File: config.mk
export PLATFORM = sky130hd
export DESIGN_NAME = uart_loader
export DESIGN_NICKNAME = d
export VERILOG_FILES = /design/src/rtl/uart_loader_pkg.sv /design/src/rtl/uart_loader_rx.sv /design/src/rtl/uart_loader.sv
export SDC_FILE = /design/constraint.sdc
export NUM_CORES = 1
export LEC_CHECK = 0
export ABC_AREA = 1
export CAP_MARGIN = 15
export CORE_MARGIN = 10
export CORE_UTILIZATION = 55
export DETAILED_ROUTE_END_ITERATION = 12
export PLACE_DENSITY = 0.8
export SLEW_MARGIN = 20
export SYNTH_ARGS = -nofsm -noshare
export SYNTH_HDL_FRONTEND = slang
export SYNTH_HIERARCHICAL = 1
export SYNTH_SLANG_ARGS = --single-unit
File: constraint.sdc
create_clock -name clk -period 2.29 [get_ports clk]
set_clock_uncertainty 0.2 [all_clocks]
set_input_delay 0.3435 -clock clk [delete_from_list [all_inputs] [get_ports clk]]
set_output_delay 0.3435 -clock clk [all_outputs]
set_load 0.01 [all_outputs]
File: src/rtl/uart_loader_pkg.sv
// Shared types and constants for the UART boot loader and its receiver.
// The word-count saturation helper lives here so the header math stays in one place.
package uart_loader_pkg;

    localparam int DATA_WID          = 32;
    localparam int UART_LOAD_WORDS_W = 16;

    typedef enum logic [1:0] {
        IDLE,
        START,
        DATA,
        STOP
    } rx_state_t;

    typedef enum logic [1:0] {
        S_LEN,
        S_DATA,
        S_DONE
    } ld_state_t;

    // Clamp the host-supplied word count so a corrupt header cannot overrun memory.
    function automatic logic [UART_LOAD_WORDS_W-1:0] sat_count(
        input logic [DATA_WID-1:0] count,
        input int                  max_words
    );
        if (count > DATA_WID'(max_words)) return UART_LOAD_WORDS_W'(max_words);
        return count[UART_LOAD_WORDS_W-1:0];
    endfunction

endpackage

File: src/rtl/uart_loader_rx.sv
// 8N1 UART receiver: mid-bit sampling, glitch rejection on the start bit,
// and a frame-error pulse when the stop bit is low.
module uart_rx
    import uart_loader_pkg::*;
#(
    parameter int CLK_FREQ = 50_000_000,
    parameter int BAUD     = 115_200
) (
    input  logic       clk,
    input  logic       rst,
    input  logic       rx,
    output logic [7:0] byte_out,
    output logic       byte_valid,
    output logic       frame_err
);

    localparam int CPB   = CLK_FREQ / BAUD;
    localparam int HALF  = CPB / 2;
    localparam int CNT_W = $clog2(CPB + 1);

    logic             rx_meta;
    logic             rx_sync;
    rx_state_t        state;
    logic [CNT_W-1:0] cnt;
    logic [2:0]       bit_idx;
    logic [7:0]       shreg;
    logic             stop_wait;

    always_ff @(posedge clk) begin
        if (rst) begin
            rx_meta    <= 1'b1;
            rx_sync    <= 1'b1;
            state      <= IDLE;
            cnt        <= '0;
            bit_idx    <= '0;
            shreg      <= '0;
            stop_wait  <= 1'b0;
            byte_out   <= '0;
            byte_valid <= 1'b0;
            frame_err  <= 1'b0;
        end else begin
            // NOTE: non-blocking everywhere here, so every branch sees the pre-edge values.
            rx_meta    <= rx;
            rx_sync    <= rx_meta;
            byte_valid <= 1'b0;
            frame_err  <= 1'b0;
            case (state)
                IDLE: begin
                    if (!rx_sync) begin
                        state <= START;
                        cnt   <= '0;
                    end
                end
                START: begin
                    if (cnt == CNT_W'(HALF - 1)) begin
                        cnt     <= '0;
                        bit_idx <= '0;
                        state   <= rx_sync ? IDLE : DATA;
                    end else begin
                        cnt <= cnt + 1'b1;
                    end
                end
                DATA: begin
                    if (cnt == CNT_W'(CPB - 1)) begin
                        cnt     <= '0;
                        shreg   <= {rx_sync, shreg[7:1]};
                        bit_idx <= bit_idx + 3'd1;
                        if (bit_idx == 3'd7) state <= STOP;
                    end else begin
                        cnt <= cnt + 1'b1;
                    end
                end
                STOP: begin
                    // After a bad stop bit, hold off until the line idles so a stuck-low rx is not read as a start.
                    if (stop_wait) begin
                        if (rx_sync) begin
                            stop_wait <= 1'b0;
                            state     <= IDLE;
                        end
                    end else if (cnt == CNT_W'(CPB - 1)) begin
                        cnt <= '0;
                        if (rx_sync) begin
                            byte_out   <= shreg;
                            byte_valid <= 1'b1;
                            state      <= IDLE;
                        end else begin
                            frame_err <= 1'b1;
                            stop_wait <= 1'b1;
                        end
                    end else begin
                        cnt <= cnt + 1'b1;
                    end
                end
                default: state <= IDLE;
            endcase
        end
    end

endmodule

File: src/rtl/uart_loader.sv
// Boot loader: reads a little-endian word count, then streams 32-bit words with
// byte addresses to memory and raises uart_done to release the core.
module uart_loader
    import uart_loader_pkg::*;
#(
    parameter int                  CLK_FREQ  = 50_000_000,
    parameter int                  BAUD      = 115_200,
    parameter logic [DATA_WID-1:0] BASE_ADDR = 32'h0000_0000,
    parameter int                  MAX_WORDS = 16384
) (
    input  logic                         clk,
    input  logic                         rst,
    input  logic                         rx,
    output logic [DATA_WID-1:0]          uart_data,
    output logic [DATA_WID-1:0]          uart_addr,
    output logic                         uart_wr,
    output logic                         uart_done,
    output logic                         frame_err,
    output logic [UART_LOAD_WORDS_W-1:0] words_loaded
);

    logic [7:0]                   rx_byte;
    logic                         rx_valid;
    ld_state_t                    state;
    logic [1:0]                   byte_idx;
    logic [23:0]                  asm_word;
    logic [UART_LOAD_WORDS_W-1:0] n_words;
    logic                         done_arm;
    logic [DATA_WID-1:0]          full_word;

    uart_rx #(
        .CLK_FREQ (CLK_FREQ),
        .BAUD     (BAUD)
    ) u_rx (
        .clk        (clk),
        .rst        (rst),
        .rx         (rx),
        .byte_out   (rx_byte),
        .byte_valid (rx_valid),
        .frame_err  (frame_err)
    );

    // The 4th byte goes straight to the top lane, so the word is complete in the same cycle it arrives.
    assign full_word = {rx_byte, asm_word};

    always_ff @(posedge clk) begin
        if (rst) begin
            state        <= S_LEN;
            byte_idx     <= '0;
            asm_word     <= '0;
            n_words      <= '0;
            done_arm     <= 1'b0;
            uart_data    <= '0;
            uart_addr    <= BASE_ADDR;
            uart_wr      <= 1'b0;
            uart_done    <= 1'b0;
            words_loaded <= '0;
        end else begin
            uart_wr <= 1'b0;
            case (state)
                S_LEN: begin
                    if (rx_valid) begin
                        byte_idx <= byte_idx + 2'd1;
                        if (byte_idx == 2'd3) begin
                            n_words <= sat_count(full_word, MAX_WORDS);
                            state   <= (sat_count(full_word, MAX_WORDS) == '0) ? S_DONE : S_DATA;
                        end else begin
                            asm_word[{byte_idx, 3'b000} +: 8] <= rx_byte;
                        end
                    end
                end
                S_DATA: begin
                    if (rx_valid) begin
                        byte_idx <= byte_idx + 2'd1;
                        if (byte_idx == 2'd3) begin
                            uart_data    <= full_word;
                            uart_addr    <= BASE_ADDR + DATA_WID'({words_loaded, 2'b00});
                            uart_wr      <= 1'b1;
                            words_loaded <= words_loaded + 1'b1;
                            if (words_loaded + 1'b1 == n_words) state <= S_DONE;
                        end else begin
                            asm_word[{byte_idx, 3'b000} +: 8] <= rx_byte;
                        end
                    end
                end
                S_DONE: begin
                    // Two-stage delay keeps the last word on the memory port for a cycle before the core owns it.
                    done_arm <= 1'b1;
                    if (done_arm) uart_done <= 1'b1;
                end
                default: state <= S_LEN;
            endcase
        end
    end

endmodule
==> run summary, run 1 <==
outcome - finished clean
Via Count - 5801
# port buffers - 69
Lkg Pwr - 3.09 nW
DRC - 0
Remaining Overflow, GRT - 0
max-slew violation count - 0
Clock Sinks - 146
Final Setup Violations - 0
# hold bufs at CTS - 0
register area - 2930 um2
WL per Instance - 14.2 um
sequential share of the synthesized area - 0.452
Setup Crit Path Kind - reg2out
post-cts resize count - 0
RSZ-0062 raised after global routing - no
mapped cell area - 6470 um2
postcts setup bufs - 0
Synth Area per Inst - 7.33 um2
H-tree Lvls - 4
Die Y - 128 um
dpl cells - 1070
die width - 128 um
Yosys top cell by area - dfxtp_1
Worst path slowest cell - clkdlybuf4s50_1
Avg Vias per Cell - 5.26
CTS tree - built
Global Route Usage Sum - 0.191
vias in the first global route - 5522
crit-path cells - clkdlybuf4s50_1
Setup TNS - 0 ns
CP Capture Type - primary output
first-pass GRT wire length - 26000 um
Max Cap Viol - 0
detailed placement HPWL - 11200 um
root buf cell - clkbuf_16
Total Nets Final - 960
share of layout cells above drive strength 1 - 0.0761
Hold WC Path Type - reg2reg
Top-Level Pins - 86
Synth Flop Type - dfxtp_1
most frequent cells after synthesis - dfxtp_1, nand2_1, a21oi_1
Crit path max-delay family - buffers and inverters
clock tree buffer depth - 2
Pre-antenna DRT Iters - 5
Synth Warn # - 6
FF+latch count, synth - 146
final period utilization - 0.905
final non-filler cell total - 1102
Distinct cells, synth - 40
Critical path buffers and inverters - 1
Req. time, crit path - 1.75 ns
Max Fclk - 0.482 GHz
Final ANT Viol Nets - 0
CP peak stage delay - 0.61 ns
Synth top area share - 0.452
fill count - 967
largest net degree at the start of global routing - 74
Worst Path Max Fanout - 8
ranking of synthesized cells by area - dfxtp_1, a21oi_1, nand2_1
num rows - 39
IR drop worst, VDD - 0.675 mV
Setup crit start kind - flip-flop
Ant. Diodes - 0
1st-iter DRT viols - 406
TritonCTS buffer count - 17
CTS clock-pin slew for the worst setup and hold paths - 0.06 ns
Die Footprint - 16500 um2
wirelength, routed - 15700 um
EDFF count, synth - 0
Layout area overhead - 21.3%
final hold vios - 0
Cells after Synth - 882
ys async rst share - 0
Initial Utilization - 0.564
routability cong. - 0.957
WP data arrival - 1.53 ns
core footprint - 11500 um2
Power per Cell Area - 696 nW/um2
multi-input logic area - 2970 um2
clk_lat worst skew - 0.42 ns
initial antenna violation count - 0
Period minus WS final - 2.07 ns
worst paths after layout:
| kind | slack, ns | depth (start not counted) | start | to |
|---|---|---|---|---|
| worst max-delay path | 0.22 | 1 | words_loaded[5] | words_loaded[5] |
| worst min-delay path | 0.23 | 1 | u_rx/rx_meta | u_rx/rx_sync |
| worst max register to register | 0.23 | 13 | words_loaded[0] | state[0] |
| worst min register to register | 0.23 | 1 | u_rx/rx_meta | u_rx/rx_sync |
sequential cells by signal, summed over array words and instances, names as in the netlist, 2 cells and up, named ones only:
| signal | flops |
|---|---|
| u_rx/shreg | 8 |
| uart_addr | 16 |
| n_words | 16 |
| state | 2 |
| u_rx/byte_out | 8 |
| u_rx/cnt | 9 |
| asm_word | 24 |
| uart_data | 32 |
| u_rx/bit_idx | 3 |
| byte_idx | 2 |
| words_loaded | 16 |
cell families after synthesis:
| group | Yosys count | share of synthesized area |
|---|---|---|
| and+or+nand+nor | 323 | 0.218 |
| adders and majority gates | 11 | 0.0213 |
| xor gates and xnor gates | 7 | 0.00948 |
| DFF | 146 | 0.452 |
| AOI/OAI and AO/OA | 242 | 0.199 |
| buffers and inverters | 152 | 0.100 |
| other | 1 | 0.000580 |
power by group:
part	internal (mW)	total, mW	switching (mW)
Clock	1.60	2.68	1.07
Combinational	0.0596	0.213	0.154
Sequential	2.55	2.57	0.0145
Total	4.22	5.46	1.24
metal layers:
layer	up-vias	track usage	wire length, um
met1	2640	0.217	6680
met5	-	0	0
met3	29	0.0530	766
met4	0	0.0861	359
met2	133	0.326	7860
li1	2999	-	-
layout make-up:
type,count,area share
multi-input combinational,599,0.379
sequential,146,0.373
timing repair buffer,81,0.104
clock buffer,20,0.0557
inverter,101,0.0483
tap,143,0.0228
clock inverter,12,0.0171
stage by stage:
stage           util  total power [mW]  setup WS [ns]  cell area, um2  hold WS, ns
2_1_floorplan      -              2.80          0.335            6520        0.189
3_5_place_dp   0.633              2.83          0.108            7260        0.218
5_1_grt        0.684              5.63        0.00946            7840        0.240
3_3_place_gp   0.633              2.83          0.202            7260        0.193
6_report       0.684              5.46          0.217            7840        0.226
4_1_cts        0.683              5.50         0.0848            7830        0.232
cells in the final DEF, fill, tap and decap left out, drive strengths merged, types with 9 or more instances in the layout:
cell and instances:
dfxtp 146, nand2 151, a21oi 112, a22oi 9, nor2 106, buf 12
clkbuf 20, o21ai 110, nand4 14, clkdlybuf4s50 69, ha 11, nand3 35
conb 16, inv 103
worst reg2reg max path, delay by kind of cell, from the launching register on:
| kind | cells | cell delay [ns] |
|---|---|---|
| compound gates | 1 | 0.18 |
| xor+xnor | 1 | 0.13 |
| fa+ha+maj | 1 | 0.21 |
| buf+inv | 1 | 0.04 |
| flops | 1 | 0.39 |
| simple gates | 9 | 0.81 |
Power figures use the tool's default switching activity.
==> run 2: changes to the inputs <==
Settings changed: CORE_ASPECT_RATIO set to 1.5.
==> run summary, run 2 (synthesis gave the netlist of run 1 again) <==
detailed placement HPWL - 12000 um
clock tree buffer depth - 2
largest net degree at the start of global routing - 80
postcts setup bufs - 0
CTS clock-pin slew for the worst setup and hold paths - 0.06 ns
Psw - 1.24 mW
Final ANT Viol Nets - 0
RSZ-0062 raised after global routing - no
WL per Instance - 14.8 um
Slew @ Worst Pin - 0.545 ns
Hold WC Path Type - reg2reg
max-slew violation count - 0
die width - 109 um
Via Count - 5942
Worst slew margin - 0.636
Ant. Diodes - 0
Top-Level Pins - 86
CP Capture Type - flip-flop
initial antenna violation count - 0
Max Cap Viol - 0
Setup Crit Path Kind - reg2reg
Setup crit start kind - flip-flop
final hold vios - 0
Pre-antenna DRT Iters - 6
final period utilization - 0.901
Tot Pwr - 5.59 mW
TritonCTS buffer count - 17
Comb pwr share - 0.036
P_int - 4.35 mW
1st-iter DRT viols - 313
wirelength, routed - 16500 um
Regs by FF count - uart_data x32, asm_word x24
H-tree Lvls - 4
Sw Ratio - 0.221
Power per Cell Area - 709 nW/um2
Clock Sinks - 146
Largest Register - uart_data
vias in the first global route - 5742
max FFs per register - 32
root buf cell - clkbuf_16
num rows - 48
clk_lat worst skew - 0.42 ns
Total Nets Final - 964
first-pass GRT wire length - 27000 um
Global Route Usage Sum - 0.200
Die Footprint - 16600 um2
sequential share of power - 0.460
IR drop worst, VDD - 0.556 mV
core footprint - 11500 um2
commonest cells after routing, fill and taps aside - nand2_1, dfxtp_1, a21oi_1
Avg Vias per Cell - 5.34
routability cong. - 0.946
Layout area overhead - 21.9%
Setup TNS - 0 ns
Period minus WS final - 2.06 ns
Remaining Overflow, GRT - 0
WP data arrival - 2.18 ns
Req. time, crit path - 2.41 ns
# port buffers - 69
share of layout cells above drive strength 1 - 0.0800
Worst Path Max Fanout - 5
DRC - 0
Final Setup Violations - 0
clock power share - 0.504
CTS tree - built
Lkg Pwr - 3.12 nW
Die Y - 153 um
fill count - 971
outcome - finished clean
Max Fclk - 0.485 GHz
Initial Utilization - 0.561
[run 2: cell count changes in the layout (fill, tap and decap cells not counted), moves of 2 or more]
cell,change
nor2_2,+2
buf_4,+6
buf_12,-2
dfxtp_2,-2
dfxtp_1,+2
[run 2: power by group through the flow]
stage	sequential, mW	combinational, mW	clock (mW)
finish	2.57	0.202	2.82
global route	2.57	0.230	2.97
CTS	2.57	0.201	2.86
global placement	2.62	0.200	0
floorplan	2.62	0.178	0
detailed placement	2.62	0.201	0
[run 2: what timing repair did]
action | in CTS | in global routing
endpoints found under the setup margin | 0 | 2
hold buffers | 0 | 0
endpoints found under the hold margin | 0 | 0
gates resized for setup | 0 | 2
[run 2: area by class of cell]
type | instances | area [um2] | area share
multi-input cells | 599 | 2970 | 0.377
flip-flops and latches | 146 | 2920 | 0.371
repair buffers | 85 | 823 | 0.104
clock buffers | 20 | 447 | 0.0566
inverters | 101 | 379 | 0.0481
well taps | 150 | 188 | 0.0238
clock inverters | 12 | 156 | 0.0198
[run 2: per-stage QoR]
stage                util  hold WS, ns  setup WS [ns]  cell area, um2  std cells
floorplan               -        0.189          0.335            6520        897
global route        0.684        0.221        0.00342            7890       1113
detailed placement  0.631        0.193          0.132            7270       1081
finish              0.684        0.205          0.226            7890       1113
global placement    0.631        0.191          0.223            7270       1081
CTS                 0.683        0.207          0.126            7880       1113
[run 2: per-layer routing]
metal / share of wire / track usage / wire length [um] / up-vias
met4: 0.030 / 0.0914 / 487 / 0
met2: 0.56 / 0.385 / 9240 / 153
met1: 0.37 / 0.190 / 6030 / 2745
met3: 0.044 / 0.0463 / 727 / 39
met5: 0 / 0 / 0 / -
li1: - / - / - / 3005
[run 2: worst max-delay path, stage by stage, from the launching register on]
cell and delay [ns]:
dfxtp_1 0.41, nand2_1 0.11, nor2_1 0.29, nand2_1 0.11, nor2_1 0.10, nand2_1 0.08
nand2_1 0.09, nand2_1 0.06, nand2_1 0.06, nand2_1 0.05, nor2_1 0.08, nand3_1 0.08
nand2_1 0.08, nand3_1 0.06, nand3_1 0.07, inv_1 0.04
[run 2: final timing paths]
path / from / end / slack (ns) / depth (start not counted)
hold reg to reg: u_rx/rx_meta / u_rx/rx_sync / 0.21 / 1
hold / removal: u_rx/rx_meta / u_rx/rx_sync / 0.21 / 1
setup / recovery: words_loaded[8] / state[0] / 0.23 / 15
setup reg to reg: words_loaded[8] / state[0] / 0.23 / 15
